===== src/rtl/brent_kung_pipe.sv =====
`default_nettype none
// ============================================================================
// Module      : brent_kung_pipe
// Description : Three-stage pipelined WIDTH-bit adder/subtractor built on a
//               Brent-Kung parallel-prefix carry network, with a valid/ready
//               handshake and a single global stall.
//                 S1: per-bit generate/propagate, effective carry-in
//                 S2: up-sweep group generate/propagate terms
//                 S3: down-sweep, sum, cout, ovf, zero
// Ports       : clk       rising-edge clock
//               rst       asynchronous active-high reset
//               in_valid  operand set present
//               in_ready  operand set accepted this cycle (== advance)
//               a, b      operands (WIDTH bits)
//               cin       carry-in (borrow-in when subtracting)
//               sub       0 = add, 1 = subtract
//               out_valid result present
//               out_ready consumer accepts the result
//               sum       result bits
//               cout      carry out of the MSB (1 = no borrow when subtracting)
//               ovf       two's-complement signed overflow
//               zero      sum is all zeros
// Revision    : 1.0 - initial release
// ============================================================================
module brent_kung_pipe #(
    parameter int WIDTH       = 16,
    parameter bit CHECK_PARAM = 1'b1
) (
    input  logic             clk,
    input  logic             rst,
    input  logic             in_valid,
    output logic             in_ready,
    input  logic [WIDTH-1:0] a,
    input  logic [WIDTH-1:0] b,
    input  logic             cin,
    input  logic             sub,
    output logic             out_valid,
    input  logic             out_ready,
    output logic [WIDTH-1:0] sum,
    output logic             cout,
    output logic             ovf,
    output logic             zero
);

    localparam int LOG2W = $clog2(WIDTH);

    generate
        if (CHECK_PARAM && ((WIDTH < 4) || (WIDTH > 64) || ((WIDTH & (WIDTH - 1)) != 0))) begin : g_width_check
            $error("brent_kung_pipe: WIDTH must be a power of two from 4 to 64");
        end
    endgenerate

    // One advance signal stalls every stage together, so bubbles keep their slot.
    logic adv;
    assign adv       = !out_valid || out_ready;
    assign in_ready  = adv;

    // ------------------------------------------------------------------ S1
    // Subtraction is a + ~b + ~cin, so cin doubles as an active-high borrow-in.
    logic [WIDTH-1:0] b_eff;
    logic             cin_eff;
    assign b_eff   = sub ? ~b : b;
    assign cin_eff = cin ^ sub;

    logic             s1_valid;
    logic [WIDTH-1:0] s1_g;
    logic [WIDTH-1:0] s1_p;
    logic             s1_cin;
    logic             s1_amsb;

    always_ff @(posedge clk or posedge rst) begin
        if (rst) begin
            s1_valid <= 1'b0;
            s1_g     <= '0;
            s1_p     <= '0;
            s1_cin   <= 1'b0;
            s1_amsb  <= 1'b0;
        end else if (adv) begin
            s1_valid <= in_valid;
            if (in_valid) begin
                s1_g    <= a & b_eff;
                s1_p    <= a ^ b_eff;
                s1_cin  <= cin_eff;
                s1_amsb <= a[WIDTH-1];
            end
        end
    end

    // ------------------------------------------------------------ up-sweep
    // The carry-in acts as a generate at bit -1; absorbing it into bit 0
    // makes every tree node's group generate include it directly.
    wire [WIDTH-1:0] up_g [0:LOG2W];
    wire [WIDTH-1:0] up_p [0:LOG2W];

    assign up_g[0] = {s1_g[WIDTH-1:1], s1_g[0] | (s1_p[0] & s1_cin)};
    assign up_p[0] = s1_p;

    generate
        for (genvar l = 1; l <= LOG2W; l++) begin : g_up_level
            localparam int SPAN = 1 << (l - 1);
            for (genvar i = 0; i < WIDTH; i++) begin : g_up_bit
                if (((i + 1) % (2 * SPAN)) == 0) begin : g_node
                    assign up_g[l][i] = up_g[l-1][i] | (up_p[l-1][i] & up_g[l-1][i-SPAN]);
                    assign up_p[l][i] = up_p[l-1][i] & up_p[l-1][i-SPAN];
                end else begin : g_pass
                    assign up_g[l][i] = up_g[l-1][i];
                    assign up_p[l][i] = up_p[l-1][i];
                end
            end
        end
    endgenerate

    // ------------------------------------------------------------------ S2
    logic             s2_valid;
    logic [WIDTH-1:0] s2_g;     // group generate per tree node
    logic [WIDTH-1:0] s2_gp;    // group propagate per tree node
    logic [WIDTH-1:0] s2_p;     // original per-bit propagate for the sum
    logic             s2_cin;
    logic             s2_amsb;

    always_ff @(posedge clk or posedge rst) begin
        if (rst) begin
            s2_valid <= 1'b0;
            s2_g     <= '0;
            s2_gp    <= '0;
            s2_p     <= '0;
            s2_cin   <= 1'b0;
            s2_amsb  <= 1'b0;
        end else if (adv) begin
            s2_valid <= s1_valid;
            if (s1_valid) begin
                s2_g    <= up_g[LOG2W];
                s2_gp   <= up_p[LOG2W];
                s2_p    <= s1_p;
                s2_cin  <= s1_cin;
                s2_amsb <= s1_amsb;
            end
        end
    end

    // Only the down-sweep nodes consume group propagate terms.
    logic unused_gp;
    assign unused_gp = ^s2_gp;

    // ---------------------------------------------------------- down-sweep
    // After the up-sweep, nodes at 2^k-1 hold full prefixes; each down level
    // completes the node halfway between two already-complete prefixes.
    wire [WIDTH-1:0] dn_g [0:LOG2W-1];
    assign dn_g[LOG2W-1] = s2_g;

    generate
        for (genvar d = LOG2W - 1; d >= 1; d--) begin : g_down_level
            localparam int SPAN = 1 << (d - 1);
            for (genvar i = 0; i < WIDTH; i++) begin : g_down_bit
                if ((((i + 1) % (2 * SPAN)) == SPAN) && ((i + 1) > SPAN)) begin : g_node
                    assign dn_g[d-1][i] = dn_g[d][i] | (s2_gp[i] & dn_g[d][i-SPAN]);
                end else begin : g_pass
                    assign dn_g[d-1][i] = dn_g[d][i];
                end
            end
        end
    endgenerate

    // dn_g[0][i] is the carry out of bit i (carry-in included).
    logic [WIDTH-1:0] carry;
    logic [WIDTH-1:0] sum_next;
    logic             ovf_next;
    assign carry    = {dn_g[0][WIDTH-2:0], s2_cin};
    assign sum_next = s2_p ^ carry;
    // Operand MSBs agree exactly when the MSB propagate is 0.
    assign ovf_next = !s2_p[WIDTH-1] && (sum_next[WIDTH-1] != s2_amsb);

    // ------------------------------------------------------------------ S3
    // Result registers load only with a valid result so they hold their last
    // value (without toggling) while bubbles pass through.
    always_ff @(posedge clk or posedge rst) begin
        if (rst) begin
            out_valid <= 1'b0;
            sum       <= '0;
            cout      <= 1'b0;
            ovf       <= 1'b0;
            zero      <= 1'b0;
        end else if (adv) begin
            out_valid <= s2_valid;
            if (s2_valid) begin
                sum  <= sum_next;
                cout <= dn_g[0][WIDTH-1];
                ovf  <= ovf_next;
                zero <= (sum_next == '0);
            end
        end
    end

endmodule
`default_nettype wire


===== config.mk =====
export PLATFORM = sky130hd
export DESIGN_NAME = brent_kung_pipe
export DESIGN_NICKNAME = d
export VERILOG_FILES = /design/src/rtl/brent_kung_pipe.sv
export SDC_FILE = /design/constraint.sdc
export NUM_CORES = 1
export LEC_CHECK = 0
export ABC_AREA = 0
export BUFFER_PORTS_ARGS = -buffer_cell sky130_fd_sc_hd__buf_2
export CORE_ASPECT_RATIO = 1.4
export CORE_MARGIN = 10
export CORE_UTILIZATION = 40
export CTS_CLUSTER_DIAMETER = 30
export DETAILED_ROUTE_END_ITERATION = 12
export GPL_TIMING_DRIVEN = 0
export PLACE_DENSITY = 0.62
export REMOVE_ABC_BUFFERS = 1
export SETUP_SLACK_MARGIN = 0.1
export SLEW_MARGIN = 20
export SYNTH_ARGS = -nofsm -noshare
export SYNTH_HDL_FRONTEND = slang
export SYNTH_SLANG_ARGS = --single-unit

===== constraint.sdc =====
create_clock -name clk -period 3.55 [get_ports clk]
set_clock_uncertainty 0.2 [all_clocks]
set_input_delay 0.1775 -clock clk [delete_from_list [all_inputs] [get_ports clk]]
set_output_delay 0.1775 -clock clk [all_outputs]
set_load 0.1 [all_outputs]

==> summary.md, run 1 <==
| Metric | Value |
|---|---|
| Status | finished clean |
| Buffers on Ports | 58 |
| Sequential area share after synthesis | 55.1% |
| Hold_buf cts | 15 |
| Largest net degree at the start of global routing | 50 |
| Clk sink count | 94 |
| Clock power frac | a little under a fifth |
| Post-CTS Setup Inserts | 0 |
| Yosys cell types | 30 |
| P_int | 2.76 mW |
| WL final | 8230 µm |
| Combinational Power Share | between 40% and 50% |
| Root buffer cell | clkbuf_16 |
| Post-route DRC | 0 |
| FILL cells | roughly 950 |
| Post-synth top cells | 94 x dfrtp_1, 75 x mux2_2, 24 x nand2_1 |
| Rows | 44 |
| Fin Setup TNS | 0 ps |
| Layout cells sized above 1 | between 30% and 40% |
| Most common cell in the netlist | dfrtp_1 |
| Critical Path Sink Type | flip-flop |
| Highest Clock Rate | 0.413 GHz |
| Mapped Avg Cell Area | roughly 13 µm² |
| Pwr per Cell Area | approximately 950 mW/mm² |
| Worst VDD drop | between 0.3 and 0.4 mV |
| Synth Instances | 317 |
| FFs w/ async S/R, synth | between 90% and 100% |
| Resize count post-CTS | 0 |
| Sw Share | between 40 and 50% |
| Hold_sp | a[6] |
| Dpl cells | between 500 and 600 |
| Flop pwr share | a little under two fifths |
| Period minus WS final | ~2400 ps |
| Yosys top cell area share | around 55% |
| Yosys top cell by area | dfrtp_1 |
| Tightest hold margin | 8.70 ps |
| Tcrit/Tclk final | about two thirds |
| Worst-Margin Slew | 895 ps |
| Area Growth Syn to Fin | 19.3% |
| CP Data Arrival Time | roughly 2500 ps |
| Slew Viols, Final | 0 |
| Number of flops mapped to enable cells by yosys | 0 |
| Vias in the first global route | ~2900 |
| DRT iter0 DRCs | slightly below 70 |
| Fin cells | ~530 |
| Dpl hpwl | a little under 6000 µm |
| Initial Utilization | roughly 41% |
| Clk Latency, worst-skew pair | ~340 ps |
| Max-Cap Viols | 0 |
| Detail Route Antenna Nets | 0 |
| H-tree levels | 3 |
| Chip width | 107 µm |
| N_diodes | 0 |
| R2R Path Start | s2_g[7]$_DFFE_PP0P_ |
| Unrepaired setup endpoints after global routing | false |
| Worst path slowest cell | dfrtp_1 |
| Initial antenna violation count | 0 |
| WL/cell | 15.5 µm |
| CTS tree | built |
| Max incr delay on CP | 420 ps |
| Worst-path clk slew | ~60 ps |
| CTS Buf Count | 9 |
| Setup Crit Path Kind | reg -> reg |
| Ys flop type | dfrtp_1 |
| Slew Limit Headroom | 40.2% |
| Core area | roughly 0.010 mm² |
| Clk buf depth | 2 |
| P_sw | around 2.1 mW |
| GR Overflow Total | 0 |
| Total Power | around 4.8 mW |
| Pleak | approximately 2.4 nW |
| Synthesized area | around 0.0043 mm² |
| Crit-path max FO | 4 |
| # nets final | 450 |
| Global-route usage over all layers | approximately an eighth |
| Die area | about 0.015 mm² |
| Die height | 142 µm |
| First-pass GRT wire length | approximately 14000 µm |
| Vias per cell | between 4 and 5 |
| Worst hold path type | in -> reg |
| Synth area leaders | dfrtp_1 55%, mux2_2 20%, ha_1 6.7% |
| Drt pass-1 iters | 4 |
| Required time of the worst setup path | 3600 ps |
| Final Hold Viols | 0 |
| I/O pin count | slightly below 60 |
| Crit-path cells | a21o_1 -> a21o_1 -> ha_1 -> nor4_1 -> nand2_1 -> nor4_1 -> nand4_1 -> o21ai_1 |
| Via count | ~2600 |
| CP startpoint | s2_g[7]$_DFFE_PP0P_ |
| CP startpoint kind | flip-flop |
| Flops & latches, synth | 94 |
| RD Place Congestion | approximately 0.74 |
| YS warnings | 0 |
| Final Setup Violations | 0 |
==> path summary, 6_finish.rpt <==
path                       depth (start not counted)  slack (ps)                    end
setup / recovery                                   8        1130       zero$_DFFE_PP0P_
hold / removal                                     3           9    s1_p[6]$_DFFE_PP0P_
setup reg to reg                                   8        1130       zero$_DFFE_PP0P_
hold reg to reg                                    2         270  out_valid$_DFFE_PP0N_
max in group asynchronous                          4        2370    s1_g[9]$_DFFE_PP0P_
min in group asynchronous                          3         210       zero$_DFFE_PP0P_
==> cell usage in the layout, fill, tap and decap left out, drive strengths merged, types with 2 or more instances in the layout <==
master / Yosys / final
nor2: 10 / 10
nand4: 3 / 3
buf: 12 / 59
inv: 3 / 3
o31ai: 2 / 2
xnor2: 10 / 10
nand2: 26 / 26
dlygate4sd3: 0 / 15
mux2: 75 / 75
xor2: 17 / 17
ha: 23 / 23
clkbuf: 1 / 13
a21oi: 8 / 8
a21o: 5 / 5
nand3: 2 / 2
clkinv: 0 / 2
nor4: 3 / 3
dfrtp: 94 / 94
o21ai: 17 / 17
==> cells by family after synthesis <==
group	share of synthesized area [%]
flip-flops	55.1
multiplexers	19.8
AND/OR/NAND/NOR	5.10
AO/OA/AOI/OAI	4.84
XOR/XNOR	5.54
adder cells (fa/ha/maj)	6.74
buffers and inverters	2.84
==> power groups by stage <==
stage / Sequential (mW) / Clock [mW] / Combinational (mW)
after global placement: 1.80 / 0 / 2.13
after detailed placement: 1.82 / 0 / 2.16
after CTS: 1.80 / 0.941 / 2.18
after global routing: 1.86 / 0.986 / 2.33
final: 1.80 / 0.911 / 2.14
after floorplan: 2.52 / 0 / 0.953
==> per-stage QoR <==
stage / utilization, % / cell area, µm² / setup WS [ps]
after CTS: 48.9 / 5090 / 1120
after global routing: 48.9 / 5090 / 976
after floorplan: - / 4160 / 724
after global placement: 44.4 / 4620 / -311
after detailed placement: 44.7 / 4650 / 1140
final: 48.9 / 5090 / 1130
==> critical path: cells and delay by family, from the launching register on <==
kind,cells,cell delay (ps)
adder cells (fa/ha/maj),1,320
AND/OR/NAND/NOR,4,840
AO/OA/AOI/OAI,3,550
flip-flops,1,420
==> routing by layer <==
layer | vias up | routed length, µm | global-route usage (%)
met5 | - | 0 | 0
met4 | 0 | 161 | 4.93
met3 | 11 | 422 | 3.90
met2 | 44 | 4380 | 20.4
met1 | 1295 | 3270 | 12.6
li1 | 1246 | - | -
==> state kept, by name, summed over array words and instances (netlist names) <==
name       count
zero           1
out_valid      1
s2_g          16
s1_valid       1
s2_gp         11
s1_amsb        1
sum           16
s1_p          16
ovf            1
s1_g          16
s2_amsb        1
s2_p           9
s2_cin         1
s2_valid       1
cout           1
s1_cin         1
==> layout make-up <==
class | count | area [µm²] | area share [%]
clock inverters | 3 | 17.5 | 0.344
inverters | 3 | 16.3 | 0.320
repair buffers | 74 | 468 | 9.19
well taps | 138 | 173 | 3.39
clock buffers | 13 | 270 | 5.31
multi-input cells | 207 | 1790 | 35.2
flip-flops and latches | 94 | 2350 | 46.2
No activity file was read; power rests on OpenSTA's default activity.
==> run 2, diff against run 1 <==
==> constraint.sdc (replaced) <==
create_clock -name clk -period 2.3 [get_ports clk]
set_clock_uncertainty 0.2 [all_clocks]
set_input_delay 0.115 -clock clk [delete_from_list [all_inputs] [get_ports clk]]
set_output_delay 0.115 -clock clk [all_outputs]
set_load 0.1 [all_outputs]
==> run 2 against run 1 <==
Against the previous run: die area stayed put; clock power grew 54%; utilization is 0.97 points higher; highest routed layer unchanged; fmax grew 9.8%; power up 58%; sequential cell count unchanged; worst setup slack worse by 1000 ps; clock-buffer cell count stayed put; sequential power up 54%.
==> summary.md, run 2 (synthesis gave the netlist of run 1 again) <==
| Metric | Value |
|---|---|
| Unrepaired setup endpoints after global routing | true (was false) |
| Vias in the first global route | 2884 (was 2868) |
| Area Growth Syn to Fin | 21.7% (was 19.3%) |
| Most frequent cells in the layout | 94 x dfrtp_1, 75 x mux2_2, 58 x buf_2, 24 x nand2_1, 22 x ha_1 (was 94 x dfrtp_1, 75 x mux2_2, 58 x buf_2, 24 x nand2_1, 23 x ha_1) |
| Largest net degree at the start of global routing | 50 (unchanged) |
| Worst path slowest cell | dfrtp_1 (unchanged) |
| # nets final | 456 (was 450) |
| Vias per cell | 4.88 (about the same) |
| Global-route usage over all layers | 11.8% (was 11.7%) |
| Clk Latency, worst-skew pair | 340 ps (about the same) |
| Required time of the worst setup path | 2350 ps (was 3600 ps) |
| Highest Clock Rate | 0.453 GHz (was 0.413 GHz) |
| Dpl hpwl | 5950 µm (unchanged) |
| Die area | 0.0153 mm² (unchanged) |
| Max incr delay on CP | 400 ps (was 420 ps) |
| CTS tree | built (unchanged) |
| I/O pin count | 59 (unchanged) |
| DP Area | 0.00465 mm² (unchanged) |
| Top delay family on crit path | simple AND/OR/NAND/NOR gates (unchanged) |
| Worst VDD drop | 0.542 mV (was 0.350 mV) |
| Tcrit/Tclk final | 95.9% (was 68.3%) |
| Period minus WS final | 2210 ps (was 2420 ps) |
| Detail Route Antenna Nets | 0 (unchanged) |
| CP Data Arrival Time | 2250 ps (was 2470 ps) |
| Final Hold Viols | 0 (unchanged) |
| Chip width | 107 µm (unchanged) |
| Worst-Margin Slew | 903 ps (was 895 ps) |
| Root buffer cell | clkbuf_16 (unchanged) |
| Pleak | 2.41 nW (was 2.38 nW) |
| Clk buf depth | 2 (unchanged) |
| Slew Limit Headroom | 39.6% (was 40.2%) |
| Slew Viols, Final | 0 (unchanged) |
| N_diodes | 0 (unchanged) |
| Status | finished clean (unchanged) |
| Max-Cap Viols | 0 (unchanged) |
| WL/cell | 15.5 µm (about the same) |
| Dpl cells | 501 (unchanged) |
| H-tree levels | 3 (unchanged) |
| GR Overflow Total | 0 (unchanged) |
| Setup WS pre-CTS | -109 ps (was 1140 ps) |
| Critical Path Sink Type | flip-flop (unchanged) |
| Fin Setup TNS | 0 ps (unchanged) |
| Die height | 142 µm (unchanged) |
| WL final | 8330 µm (was 8230 µm) |
| Worst Path Buf+Inv | 1 (was 0) |
| Post-route DRC | 0 (unchanged) |
| Initial antenna violation count | 0 (unchanged) |
| Clk sink count | 94 (unchanged) |
| Buffers on Ports | 58 (unchanged) |
| Setup Crit Path Kind | reg -> reg (unchanged) |
| Final Setup Violations | 0 (unchanged) |
| Via count | 2625 (was 2596) |
| Worst-path clk slew | 60 ps (about the same) |
| Most common cell after layout, fill and taps aside | dfrtp_1 (unchanged) |
| Core area | 0.0104 mm² (unchanged) |
| Pwr per Cell Area | 1470 mW/mm² (was 952 mW/mm²) |
| RD Place Congestion | 0.739 (unchanged) |
| Final WS setup | 93.9 ps (was 1130 ps) |
| CP startpoint kind | flip-flop (unchanged) |
| Initial Utilization | 41.0% (unchanged) |
| Crit-path cells | buf_4 -> a21o_1 -> ha_1 -> nor3_1 -> nand2_1 -> nor4_4 -> nand4_1 -> o21ai_1 (was a21o_1 -> a21o_1 -> ha_1 -> nor4_1 -> nand2_1 -> nor4_1 -> nand4_1 -> o21ai_1) |
| Worst hold path type | in -> reg (unchanged) |
| Drt pass-1 iters | 4 (unchanged) |
| DRT iter0 DRCs | 78 (was 68) |
| CTS Buf Count | 9 (unchanged) |
| Crit-path max FO | 3 (was 4) |
| Rows | 44 (unchanged) |
| Layout cells sized above 1 | 40.0% (was 39.1%) |
| First-pass GRT wire length | 14200 µm (was 14100 µm) |
| Fin cells | 538 (was 532) |
| Final instance area | 0.00519 mm² (was 0.00509 mm²) |
| Total Power | 7.66 mW (was 4.85 mW) |
run 2: changes by cell type in the layout (fill, tap and decap cells not counted), moves of 2 or more:
cell           previous run  this run
dlygate4sd3_1            15        19
buf_4                     0         2
nor4_4                    0         2
nor4_1                    3         1
run 2: layout make-up:
class,instances,area [µm²]
Clock inverter,3,17.5
Multi-Input combinational cell,207,1840
Timing Repair Buffer,80,523
Tap cell,138,173
Sequential cell,94,2350
Fill cell,936,5210
Clock buffer,13,270
Inverter,3,16.3
run 2: worst register-to-register path, stage by stage (launching register included):
cell and delay, ps:
dfrtp_1 400, buf_4 150, a21o_1 170, ha_1 310, nor3_1 250, nand2_1 130
nor4_4 250, nand4_1 130, o21ai_1 150
run 2: path summary, 6_finish.rpt:
check | from | endpoint | slack, ps | cells past startpoint
hold reg to reg | s2_valid$_DFFE_PP0N_ | out_valid$_DFFE_PP0N_ | 270 | 2
max in group asynchronous | rst | s1_g[9]$_DFFE_PP0P_ | 1180 | 4
setup / recovery | s2_g[7]$_DFFE_PP0P_ | zero$_DFFE_PP0P_ | 90 | 8
setup reg to reg | s2_g[7]$_DFFE_PP0P_ | zero$_DFFE_PP0P_ | 90 | 8
hold / removal | b[2] | s1_p[2]$_DFFE_PP0P_ | 90 | 4
min in group asynchronous | rst | s1_amsb$_DFFE_PP0P_ | 150 | 3
run 2: repair_timing:
item / in CTS / in global routing
gates resized for setup: 4 / 3
hold buffers: 19 / 0
setup endpoints to repair: 1 / 2
pin swaps: 2 / 6
endpoints found under the hold margin: 119 / 0
setup buffers: 0 / 2
run 2: metrics by stage:
stage / hold WS [ps] / utilization [%]
after floorplan: 65.6 / -
after detailed placement: -27.9 / 44.7
final: 89.1 / 49.9
after global routing: 99.6 / 49.9
after CTS: 85.0 / 49.5
after global placement: 172 / 44.4
run 2: metal layers:
metal  global-route usage, %  share of wire (%)  up-vias
met4                    4.50                1.5        0
met1                    12.6                 40     1313
met5                       0                  0        -
li1                        -                  -     1263
met3                    3.94                5.1        8
met2                    20.7                 54       41
run 2: power by group:
group          switching (mW)  internal [mW]  total, mW
combinational            2.28           1.19       3.48
clock                   0.587          0.818       1.40
sequential              0.443           2.33       2.78
total                    3.31           4.34       7.66
